===== src/rtl/ibex_bist_pkg.sv =====
// Shared types, register offsets and LFSR/MISR helpers for the ALU idle-time BIST controller.
package ibex_bist_pkg;

  // Subset of the Ibex ALU operator encoding that the BIST sequence exercises.
  typedef enum logic [6:0] {
    ALU_ADD  = 7'd0,
    ALU_SUB  = 7'd1,
    ALU_XOR  = 7'd2,
    ALU_OR   = 7'd3,
    ALU_AND  = 7'd4,
    ALU_SRA  = 7'd8,
    ALU_SRL  = 7'd9,
    ALU_SLL  = 7'd10,
    ALU_SLT  = 7'd43,
    ALU_SLTU = 7'd44
  } alu_op_e;

  typedef enum logic [2:0] {
    IDLE,
    ARM,
    INIT,
    RUN,
    CHECK
  } bist_state_e;

  localparam logic [4:0] REG_CTRL      = 5'h00;
  localparam logic [4:0] REG_STATUS    = 5'h04;
  localparam logic [4:0] REG_VEC_CNT   = 5'h08;
  localparam logic [4:0] REG_GOLDEN    = 5'h0C;
  localparam logic [4:0] REG_SIGNATURE = 5'h10;
  localparam logic [4:0] REG_SEED      = 5'h14;

  localparam logic [31:0] MISR_INIT = 32'hFFFF_FFFF;
  localparam logic [31:0] OPB_MASK  = 32'h5A5A_5A5A;

  localparam int unsigned NUM_OPS = 10;
  typedef logic [3:0] op_idx_t;

  localparam alu_op_e OP_TABLE [NUM_OPS] = '{
    ALU_ADD, ALU_SUB, ALU_XOR, ALU_OR, ALU_AND,
    ALU_SLL, ALU_SRL, ALU_SRA, ALU_SLT, ALU_SLTU
  };

  // Galois shift shared by the vector LFSR (din = 0) and the result MISR.
  function automatic logic [31:0] galois_step(input logic [31:0] s, input logic [31:0] poly,
                                              input logic [31:0] din);
    return ({s[30:0], 1'b0} ^ (s[31] ? poly : 32'h0)) ^ din;
  endfunction

  function automatic logic [31:0] opb_scramble(input logic [31:0] l);
    return {l[15:0], l[31:16]} ^ OPB_MASK;
  endfunction

endpackage


===== src/rtl/ibex_bist_apb_regs.sv =====
// Zero-wait-state APB slave and register file for the ALU BIST controller.
// STATUS done/fail/abort are W1C; a same-cycle hardware set beats the software clear.
module ibex_bist_apb_regs
  import ibex_bist_pkg::*;
#(
  parameter int unsigned VecCntW = 16
) (
  input  logic               clk_i,
  input  logic               rst_i,
  input  logic [31:0]        paddr_i,
  input  logic               psel_i,
  input  logic               penable_i,
  input  logic               pwrite_i,
  input  logic [31:0]        pwdata_i,
  output logic [31:0]        prdata_o,
  output logic               pready_o,
  output logic               enable_o,
  output logic               start_o,
  output logic [VecCntW-1:0] vec_cnt_o,
  output logic [31:0]        golden_o,
  output logic [31:0]        seed_o,
  output logic               fail_o,
  input  logic               busy_set_i,
  input  logic               busy_clr_i,
  input  logic               done_set_i,
  input  logic               fail_set_i,
  input  logic               abort_set_i,
  input  logic               status_clr_i,
  input  logic               sig_wr_i,
  input  logic [31:0]        sig_i
);

  logic               enable_q, enable_d, start_q, start_d;
  logic [VecCntW-1:0] vec_cnt_q, vec_cnt_d;
  logic [31:0]        golden_q, golden_d, seed_q, seed_d, sig_q, sig_d;
  logic               busy_q, busy_d, done_q, done_d, fail_q, fail_d, abort_q, abort_d;
  logic               wr_en;
  logic [2:0]         widx;
  logic [31:0]        rdata;
  logic               unused_paddr;

  assign pready_o     = psel_i & penable_i;
  assign wr_en        = pready_o & pwrite_i;
  assign widx         = paddr_i[4:2];
  assign unused_paddr = ^{paddr_i[31:5], paddr_i[1:0]};

  always_comb begin
    enable_d  = enable_q;
    vec_cnt_d = vec_cnt_q;
    golden_d  = golden_q;
    seed_d    = seed_q;
    sig_d     = sig_wr_i ? sig_i : sig_q;
    // start is a one-cycle pulse; requests arriving while a run is in flight are dropped
    start_d   = wr_en && (widx == REG_CTRL[4:2]) && pwdata_i[1] && !busy_q;
    busy_d    = busy_set_i ? 1'b1 : (busy_clr_i ? 1'b0 : busy_q);
    done_d    = done_q & ~status_clr_i;
    fail_d    = fail_q;
    abort_d   = abort_q & ~status_clr_i;
    if (wr_en) begin
      case (widx)
        REG_CTRL[4:2]:    enable_d  = pwdata_i[0];
        REG_STATUS[4:2]: begin
          done_d  = done_d  & ~pwdata_i[1];
          fail_d  = fail_d  & ~pwdata_i[2];
          abort_d = abort_d & ~pwdata_i[3];
        end
        REG_VEC_CNT[4:2]: vec_cnt_d = pwdata_i[VecCntW-1:0];
        REG_GOLDEN[4:2]:  golden_d  = pwdata_i;
        REG_SEED[4:2]:    seed_d    = (pwdata_i == 32'h0) ? 32'h1 : pwdata_i;
        default: ;
      endcase
    end
    // fail is sticky across new starts so the level irq survives until software clears it
    done_d  = done_d  | done_set_i;
    fail_d  = fail_d  | fail_set_i;
    abort_d = abort_d | abort_set_i;
  end

  always_ff @(posedge clk_i) begin
    if (rst_i) begin
      enable_q  <= 1'b0;
      start_q   <= 1'b0;
      vec_cnt_q <= '0;
      golden_q  <= '0;
      seed_q    <= 32'h1;
      sig_q     <= '0;
      busy_q    <= 1'b0;
      done_q    <= 1'b0;
      fail_q    <= 1'b0;
      abort_q   <= 1'b0;
    end else begin
      enable_q  <= enable_d;
      start_q   <= start_d;
      vec_cnt_q <= vec_cnt_d;
      golden_q  <= golden_d;
      seed_q    <= seed_d;
      sig_q     <= sig_d;
      busy_q    <= busy_d;
      done_q    <= done_d;
      fail_q    <= fail_d;
      abort_q   <= abort_d;
    end
  end

  always_comb begin
    rdata = '0;
    case (widx)
      REG_CTRL[4:2]:      rdata = {31'b0, enable_q};
      REG_STATUS[4:2]:    rdata = {28'b0, abort_q, fail_q, done_q, busy_q};
      REG_VEC_CNT[4:2]:   rdata = 32'(vec_cnt_q);
      REG_GOLDEN[4:2]:    rdata = golden_q;
      REG_SIGNATURE[4:2]: rdata = sig_q;
      REG_SEED[4:2]:      rdata = seed_q;
      default:            rdata = '0;
    endcase
  end

  assign prdata_o  = pready_o ? rdata : 32'h0;
  assign enable_o  = enable_q;
  assign start_o   = start_q;
  assign vec_cnt_o = vec_cnt_q;
  assign golden_o  = golden_q;
  assign seed_o    = seed_q;
  assign fail_o    = fail_q;

endmodule


===== src/rtl/ibex_alu_bist_ctrl.sv =====
// Idle-time ALU self-test: LFSR vectors through a fixed operator table, MISR-compacted, checked vs GOLDEN.
// Optional IBEX_BIST_FAULT_INJ_EN adds sim_fault_inject_i, which flips result bit 0 during RUN.
module ibex_alu_bist_ctrl
  import ibex_bist_pkg::*;
#(
  parameter int unsigned VecCntW  = 16,
  parameter logic [31:0] MisrPoly = 32'h8020_0003
) (
  input  logic        clk_i,
  input  logic        rst_i,
  input  logic        core_sleep_i,
  input  logic [31:0] alu_result_i,
`ifdef IBEX_BIST_FAULT_INJ_EN
  input  logic        sim_fault_inject_i,
`endif
  output logic        bist_active_o,
  output logic [6:0]  bist_operator_o,
  output logic [31:0] bist_operand_a_o,
  output logic [31:0] bist_operand_b_o,
  output logic        bist_error_irq_o,
  input  logic [31:0] paddr_i,
  input  logic        psel_i,
  input  logic        penable_i,
  input  logic        pwrite_i,
  input  logic [31:0] pwdata_i,
  output logic [31:0] prdata_o,
  output logic        pready_o
);

  logic               enable, start, fail;
  logic [VecCntW-1:0] vec_cnt;
  logic [31:0]        golden, seed;
  logic               busy_set, busy_clr, done_set, fail_set, abort_set, status_clr, sig_wr;

  bist_state_e        state_q, state_d;
  logic [31:0]        lfsr_q, lfsr_d, misr_q, misr_d;
  logic [VecCntW-1:0] cnt_q, cnt_d;
  op_idx_t            idx_q, idx_d;
  logic               active_q, active_d;
  alu_op_e            operator_q, operator_d;
  logic [31:0]        opa_q, opa_d, opb_q, opb_d;
  logic [31:0]        alu_res;

`ifdef IBEX_BIST_FAULT_INJ_EN
  assign alu_res = alu_result_i ^ {31'b0, sim_fault_inject_i & (state_q == RUN)};
`else
  assign alu_res = alu_result_i;
`endif

  ibex_bist_apb_regs #(.VecCntW(VecCntW)) u_regs (
    .clk_i       (clk_i),
    .rst_i       (rst_i),
    .paddr_i     (paddr_i),
    .psel_i      (psel_i),
    .penable_i   (penable_i),
    .pwrite_i    (pwrite_i),
    .pwdata_i    (pwdata_i),
    .prdata_o    (prdata_o),
    .pready_o    (pready_o),
    .enable_o    (enable),
    .start_o     (start),
    .vec_cnt_o   (vec_cnt),
    .golden_o    (golden),
    .seed_o      (seed),
    .fail_o      (fail),
    .busy_set_i  (busy_set),
    .busy_clr_i  (busy_clr),
    .done_set_i  (done_set),
    .fail_set_i  (fail_set),
    .abort_set_i (abort_set),
    .status_clr_i(status_clr),
    .sig_wr_i    (sig_wr),
    .sig_i       (misr_q)
  );

  always_comb begin
    state_d    = state_q;
    lfsr_d     = lfsr_q;
    misr_d     = misr_q;
    cnt_d      = cnt_q;
    idx_d      = idx_q;
    busy_set   = 1'b0;
    busy_clr   = 1'b0;
    done_set   = 1'b0;
    fail_set   = 1'b0;
    abort_set  = 1'b0;
    status_clr = 1'b0;
    sig_wr     = 1'b0;
    case (state_q)
      IDLE: if (start && enable) begin
        status_clr = 1'b1;
        busy_set   = 1'b1;
        state_d    = ARM;
      end
      ARM: begin
        if (!enable) begin
          busy_clr = 1'b1;
          state_d  = IDLE;
        end else if (core_sleep_i) begin
          state_d = INIT;
        end
      end
      INIT, RUN: begin
        if (!core_sleep_i) begin
          // core woke: release the ALU immediately, keep the previous signature
          abort_set = 1'b1;
          busy_clr  = 1'b1;
          state_d   = IDLE;
        end else if (state_q == INIT) begin
          lfsr_d  = seed;
          misr_d  = MISR_INIT;
          cnt_d   = vec_cnt;
          idx_d   = '0;
          state_d = (vec_cnt == '0) ? CHECK : RUN;
        end else begin
          misr_d = galois_step(misr_q, MisrPoly, alu_res);
          lfsr_d = galois_step(lfsr_q, MisrPoly, 32'h0);
          idx_d  = (idx_q == op_idx_t'(NUM_OPS - 1)) ? '0 : idx_q + op_idx_t'(1);
          cnt_d  = cnt_q - VecCntW'(1);
          if (cnt_q == VecCntW'(1)) state_d = CHECK;
        end
      end
      CHECK: begin
        sig_wr   = 1'b1;
        done_set = 1'b1;
        fail_set = (misr_q != golden);
        busy_clr = 1'b1;
        state_d  = IDLE;
      end
      default: state_d = IDLE;
    endcase

    // Outputs are registered, so they are derived from the values the next cycle will hold.
    active_d   = (state_d == RUN);
    operator_d = active_d ? OP_TABLE[idx_d] : ALU_ADD;
    opa_d      = active_d ? lfsr_d : 32'h0;
    opb_d      = active_d ? opb_scramble(lfsr_d) : 32'h0;
  end

  always_ff @(posedge clk_i) begin
    if (rst_i) begin
      state_q    <= IDLE;
      lfsr_q     <= '0;
      misr_q     <= '0;
      cnt_q      <= '0;
      idx_q      <= '0;
      active_q   <= 1'b0;
      operator_q <= ALU_ADD;
      opa_q      <= '0;
      opb_q      <= '0;
    end else begin
      state_q    <= state_d;
      lfsr_q     <= lfsr_d;
      misr_q     <= misr_d;
      cnt_q      <= cnt_d;
      idx_q      <= idx_d;
      active_q   <= active_d;
      operator_q <= operator_d;
      opa_q      <= opa_d;
      opb_q      <= opb_d;
    end
  end

  assign bist_active_o    = active_q;
  assign bist_operator_o  = operator_q;
  assign bist_operand_a_o = opa_q;
  assign bist_operand_b_o = opb_q;
  assign bist_error_irq_o = fail;

endmodule


===== config.mk =====
export PLATFORM = sky130hd
export DESIGN_NAME = ibex_alu_bist_ctrl
export DESIGN_NICKNAME = d
export VERILOG_FILES = /design/src/rtl/ibex_bist_pkg.sv /design/src/rtl/ibex_bist_apb_regs.sv /design/src/rtl/ibex_alu_bist_ctrl.sv
export SDC_FILE = /design/constraint.sdc
export NUM_CORES = 1
export LEC_CHECK = 0
export BUFFER_PORTS_ARGS = -buffer_cell sky130_fd_sc_hd__buf_2
export CAP_MARGIN = 20
export CORE_MARGIN = 2
export CORE_UTILIZATION = 55
export DETAILED_ROUTE_END_ITERATION = 12
export PLACE_DENSITY_LB_ADDON = 0.12
export SLEW_MARGIN = 10
export SYNTH_ARGS = -nofsm -noshare
export SYNTH_HDL_FRONTEND = slang
export SYNTH_SLANG_ARGS = --single-unit

===== constraint.sdc =====
create_clock -name clk_i -period 2.1 [get_ports clk_i]
set_input_delay 0.105 -clock clk_i [delete_from_list [all_inputs] [get_ports clk_i]]
set_output_delay 0.105 -clock clk_i [all_outputs]
set_load 0.02 [all_outputs]

==> impl_metrics.ini, run 1 <==
[status]
status = finished clean

[timing]
skew_ns = 0.0140
timing.slew.headroom_pct = 33.0
fin_crit_sh_pct = 93.9
tns_ns = 0
hold_viol = 0
worst_slew_pin_slew_ns = 1.01
clock.fmax_mhz = 507
slew_viol_final = 0
setup_violations = 0
fin_hold_ws_ns = 0.136
period_needed_ns = 1.97
rsz0062_at_grt = no
timing.final.ws_setup_ns = 0.128

[finish]
instances_no_fill = 1843
syn_to_final_growth_pct = 24.5
antennaDiodeCount = 0
drive_above_1_share_pct = 19.1
fill_cells = 1620
final_core_utilization_pct = 70.2
nets = 1660

[place]
place_inst = 1729
port_buffers = 176
gp_congestion = 0.915
place_worst_setup_slack_ns = 0.116
dp_hpwl_um = 22600

[critical_path]
path_cells = buf_4 -> mux2_2 -> a22oi_1 -> o22a_1 -> nor2_1 -> buf_2
critPathBufInv = 2
critPathMaxStageDelay_ns = 0.32
startpoint_type = flip-flop
critical_path_class = reg2out
path_max_fanout = 3
worstPathArrival_ns = 1.87
slowest_stage = dfxtp_1
required_ns = 2.00
reg2reg_slack_ns = 0.13
crit_family = buffers and inverters
end_kind = output pin

[synth]
syn_area_um2 = 11500
synthFlopType = dfxtp_1
synthXorXnorAreaFrac_pct = 5.19
synth-async-reset-ratio_pct = 0
yosys.area_share.simple_pct = 20.1
synth_top_family_by_area = simple AND/OR/NAND/NOR gates
synth.area.mux_share_pct = 11.0
syn_inst = 1341
synth_seq_area_share_pct = 45.2
ys_seq_elements = 259
synth_cell_types = 65
synth_compound_area_share_pct = 13.2
synth-edff-count = 0
synth_fa_ha_area_share_pct = 0.436
synth.avg_cell_area_um2 = 8.56
yosysWarnings = 0

[cts]
clk_latency_ns = 0.55
cts_buffer_depth = 3
clock-sinks = 259
path_clk_slew_ns = 0.06
htree_levels = 1
root_buffer = clkbuf_16
cts_tree = built
cts_buffers = 27

[global_routing]
grt_pass1_vias = 9378
grt_usage_pct = 29.2
grt_pass1_wl_um = 51400
grt_start_max_net_pins = 110
antenna_found_initial = 1
gr-total-overflow = 0

[detailed_routing]
drtPass1Iterations = 6
drc_errors = 0
drtAntennaViolNets = 0
drt_iter0_markers = 1051
routed_wl_um = 33200
wl_per_cell_um = 18.0
num_vias = 10462
vias_per_cell = 5.68

[floorplan]
core_area_um2 = 20400
fp-row-count = 52
initial_utilization_pct = 56.4
die_x_um = 148
die_y_um = 148
ios = 208
dieArea_um2 = 22100

[power]
p_leak_uw = 0.00593
vdd_drop_max_v = 0.000642
powerDensity_nw_per_um2 = 725

[min_path]
hp-class = in2reg

[run]
cap_violations = 0
==> tightest hold or removal path: stages <==
cell,delay (ns)
buf_2,0.25
nor2_1,0.10
nand2_1,0.10
nor4b_1,0.06
==> repair_timing <==
action | in CTS | in global routing
hold buffers | 66 | 0
resized for setup | 0 | 4
endpoints found under the setup margin | 0 | 4
hold endpoints to repair | 119 | 0
buffers inserted | 0 | 0
==> logic make-up after synthesis <==
family,count (synthesis)
AOI/OAI and AO/OA,245
xor gates and xnor gates,68
adders and majority gates,4
buffers and inverters,124
DFF,259
muxes,126
other,1
and+or+nand+nor,514
==> report_power, final <==
part | total [uW] | switching (uW) | internal [uW]
clock network | 4930 | 2020 | 2910
registers | 4940 | 14.8 | 4920
logic | 499 | 274 | 225
==> flip-flops by register name (all words and copies together), names as in the netlist, 3 cells and up <==
| signal | count |
|---|---|
| bist_operand_a_o | 31 |
| bist_operand_b_o | 17 |
| bist_operator_o | 5 |
| cnt_q | 16 |
| idx_q | 4 |
| lfsr_q | 32 |
| misr_q | 32 |
| state_q | 3 |
| u_regs.golden_o | 32 |
| u_regs.seed_o | 32 |
| u_regs.sig_q | 32 |
| u_regs.vec_cnt_o | 16 |
==> cells in the mapped netlist, drive strengths merged (17+ instances only) <==
master / number / share of area, %
a21oi: 127 / 5.5
a311oi: 31 / 2.4
and2: 19 / 1.0
buf: 44 / 2.3
clkbuf: 71 / 2.3
dfxtp: 259 / 45
mux2i: 122 / 11
nand2: 148 / 4.8
nor2: 243 / 8.0
nor2b: 22 / 1.2
nor4: 24 / 1.5
o21ai: 22 / 0.96
o22ai: 17 / 0.93
xnor2: 34 / 2.6
xor2: 34 / 2.6
==> placed cells by master (no fill, tap or decap), types with 19 or more instances in the layout <==
| master | instances |
|---|---|
| nor2_1 | 242 |
| a21oi_1 | 127 |
| nand2_1 | 148 |
| nor2b_1 | 22 |
| and2_1 | 19 |
| a311oi_1 | 31 |
| buf_2 | 175 |
| mux2i_1 | 122 |
| dfxtp_1 | 258 |
| clkbuf_16 | 27 |
| xnor2_1 | 34 |
| dlygate4sd3_1 | 66 |
| o21ai_0 | 22 |
| buf_4 | 48 |
| xor2_1 | 34 |
| nor4_1 | 22 |
==> layer usage <==
layer | vias to the layer above | share of wire, % | global-route usage [%]
li1 | 5025 | - | -
met1 | 4884 | 44 | 42.4
met2 | 475 | 43 | 44.0
met3 | 76 | 9.5 | 5.92
met4 | 2 | 3.0 | 8.95
met5 | - | 0.036 | 0
==> final cells by class <==
cell class,count,area (um^2),area share [%]
clock inverter,15,174,1.22
tap,270,338,2.36
multi-input combinational,959,5760,40.3
sequential,259,5190,36.3
clock buffer,33,748,5.23
inverter,9,33.8,0.236
timing repair buffer,298,2060,14.4
==> per-stage QoR <==
step / instance area [um^2] / total power, uW
floorplan: 11500 / 5260
global placement: 12700 / 5430
detailed placement: 12700 / 5430
CTS: 14300 / 10400
global route: 14300 / 10600
finish: 14300 / 10400
==> worst paths after layout <==
path,end,from,depth (start not counted)
hold reg to reg,u_regs.sig_q[9]$_SDFFE_PP0P_,u_regs.sig_q[9]$_SDFFE_PP0P_,2
hold / removal,u_regs.start_o$_SDFF_PP0_,paddr_i[3],4
setup / recovery,prdata_o[3],u_regs.vec_cnt_o[3]$_SDFFE_PP0P_,6
setup reg to reg,cnt_q[13]$_SDFFE_PP0P_,cnt_q[2]$_SDFFE_PP0P_,4
Power figures use the tool's default switching activity.
==> inputs of run 2 (changes only) <==
--- a/config.mk
+++ b/config.mk
@@ -7,8 +7,10 @@
 export LEC_CHECK = 0
 export BUFFER_PORTS_ARGS = -buffer_cell sky130_fd_sc_hd__buf_2
 export CAP_MARGIN = 20
+export CELL_PAD_IN_SITES_DETAIL_PLACEMENT = 1
+export CELL_PAD_IN_SITES_GLOBAL_PLACEMENT = 2
 export CORE_MARGIN = 2
-export CORE_UTILIZATION = 55
+export CORE_UTILIZATION = 33
 export DETAILED_ROUTE_END_ITERATION = 12
 export PLACE_DENSITY_LB_ADDON = 0.12
 export SLEW_MARGIN = 10
==> constraint.sdc (replaced) <==
create_clock -name clk_i -period 2.1 [get_ports clk_i]
set_input_delay 0.105 -clock clk_i [delete_from_list [all_inputs] [get_ports clk_i]]
set_output_delay 0.105 -clock clk_i [all_outputs]
set_load 0.01 [all_outputs]
==> run 2 against run 1 <==
Core utilization fell by 28 points. Highest routed layer is now met4. Worst setup slack lost 0.023 ns. Die area increased by 65%.
==> impl_metrics.ini, run 2 (same netlist as run 1, synthesis figures left out) <==
[cts]
clk_latency_ns = 0.56
root_buffer = clkbuf_16
cts_buffers = 30
htree_levels = 1
path_clk_slew_ns = 0.06
clock-sinks = 259
cts_tree = built
cts_buffer_depth = 3
post-cts-setup-buffer-count = 0

[critical_path]
startpoint = u_regs.vec_cnt_o[0]$_SDFFE_PP0P_
startpoint_type = flip-flop
slowest_stage = dfxtp_1
reg2reg_from = cnt_q[4]$_SDFFE_PP0P_
path_max_fanout = 3
critPathBufInv = 2
crit_family = flip-flops
critical_path_class = reg2out
critPathMaxStageDelay_ns = 0.33
required_ns = 2.00
worstPathArrival_ns = 1.89
path_cells = buf_4 -> mux2_2 -> a22oi_1 -> o22ai_1 -> and2_1 -> buf_2
end_kind = output pin

[finish]
instances_no_fill = 2047
layout_common_cells = dfxtp_1, nor2_1, buf_2
syn_to_final_growth_pct = 27.7
nets = 1675
fill_cells = 4041
multi_input_area_um2 = 5760
drive_above_1_share_pct = 19.6
regArea_um2 = 5190
layout_commonest_cell = dfxtp_1

[power]
p_comb_share_pct = 4.7
p_clk_share_pct = 49.0
p_int_uw = 8300
powerDensity_nw_per_um2 = 728
seqPwrFrac_pct = 46.3
power_switching_uw = 2370
vdd_drop_max_v = 0.000477
p_leak_uw = 0.00602
swShare_pct = 22.2

[detailed_routing]
drtPass1Iterations = 4
drtAntennaViolNets = 0
drt_iter0_markers = 544
drc_errors = 0
routed_wl_um = 39300
num_vias = 10210
wl_per_cell_um = 19.2
vias_per_cell = 4.99

[place]
dp_hpwl_um = 28700
gp_congestion = 0.795
place_worst_setup_slack_ns = 0.0406
port_buffers = 176
place_inst = 1927

[timing]
period_needed_ns = 1.99
hold_viol = 0
worst_slew_pin_slew_ns = 0.746
rsz0062_at_grt = no
fin_crit_sh_pct = 95.0
skew_ns = 0.0144
setup_violations = 0
clock.fmax_mhz = 501
slew_viol_final = 0
timing.slew.headroom_pct = 50.3
tns_ns = 0
timing.final.ws_setup_ns = 0.106

[floorplan]
die_x_um = 191
dieArea_um2 = 36300
core_area_um2 = 34400
ios = 208
die_y_um = 191
initial_utilization_pct = 33.4
fp-row-count = 68

[min_path]
hp-start = alu_result_i[31]
hp-class = in2reg

[global_routing]
antenna_found_initial = 2
grt_pass1_vias = 10061
grt_usage_pct = 21.5
grt_start_max_net_pins = 152
grt_pass1_wl_um = 60400
gr-total-overflow = 0

[status]
status = finished clean

[run]
cap_violations = 0
## run 2: cell types whose count changed in the layout (fill, tap and decap cells not counted), moves of 2 or more
cell,previous run,this run
buf_4,48,63
clkbuf_1,1,8
clkbuf_16,27,31
clkbuf_8,5,3
diode_2,0,2
## run 2: repair_timing
item / CTS / global route
hold buffers: 65 / 0
hold endpoints to repair: 118 / 0
endpoints found under the setup margin: 0 / 55
gates resized for setup: 0 / 3
## run 2: path summary, 6_finish.rpt
check,end,slack (ns),cells after the start
worst max-delay path,prdata_o[0],0.11,6
worst min-delay path,misr_q[31]$_SDFFE_PP0P_,0.04,4
worst max register to register,cnt_q[13]$_SDFFE_PP0P_,0.12,5
worst min register to register,u_regs.sig_q[31]$_SDFFE_PP0P_,0.46,2
## run 2: worst min-delay path, cell delays in order
cell and delay, ns:
buf_2 0.11, xnor2_1 0.09, o21ai_0 0.17, a21oi_1 0.07
## run 2: through the flow
stage	power, uW	utilization, %	instance area (um^2)	hold slack, ns
2_1_floorplan	5250	-	11500	0.241
3_3_place_gp	5460	37.9	13000	0.384
3_5_place_dp	5460	37.9	13000	0.386
4_1_cts	10800	42.6	14700	0.0208
5_1_grt	11000	42.7	14700	0.0782
6_report	10700	42.7	14700	0.0409
## run 2: area by class of cell
cell class                 instances  area share (%)
antenna                            2          0.0341
inverter                           9           0.230
multi-input combinational        959            39.3
clock buffer                      42            5.78
clock inverter                    11           0.904
timing repair buffer             310            14.5
tap                              455            3.88
sequential                       259            35.4
## run 2: per-layer routing
layer	global-route usage, %	up-vias	routed length [um]
met4	4.89	0	833
li1	-	5045	-
met3	2.37	53	1630
met1	31.8	4904	19800
met2	33.2	208	17000
met5	0	-	0
## run 2: power groups by stage
| stage | logic, uW | clock network (uW) | registers, uW |
|---|---|---|---|
| global route | 543 | 5570 | 4940 |
| CTS | 507 | 5370 | 4940 |
| detailed placement | 412 | 0 | 5050 |
| floorplan | 212 | 0 | 5040 |
| finish | 505 | 5230 | 4940 |
| global placement | 414 | 0 | 5050 |
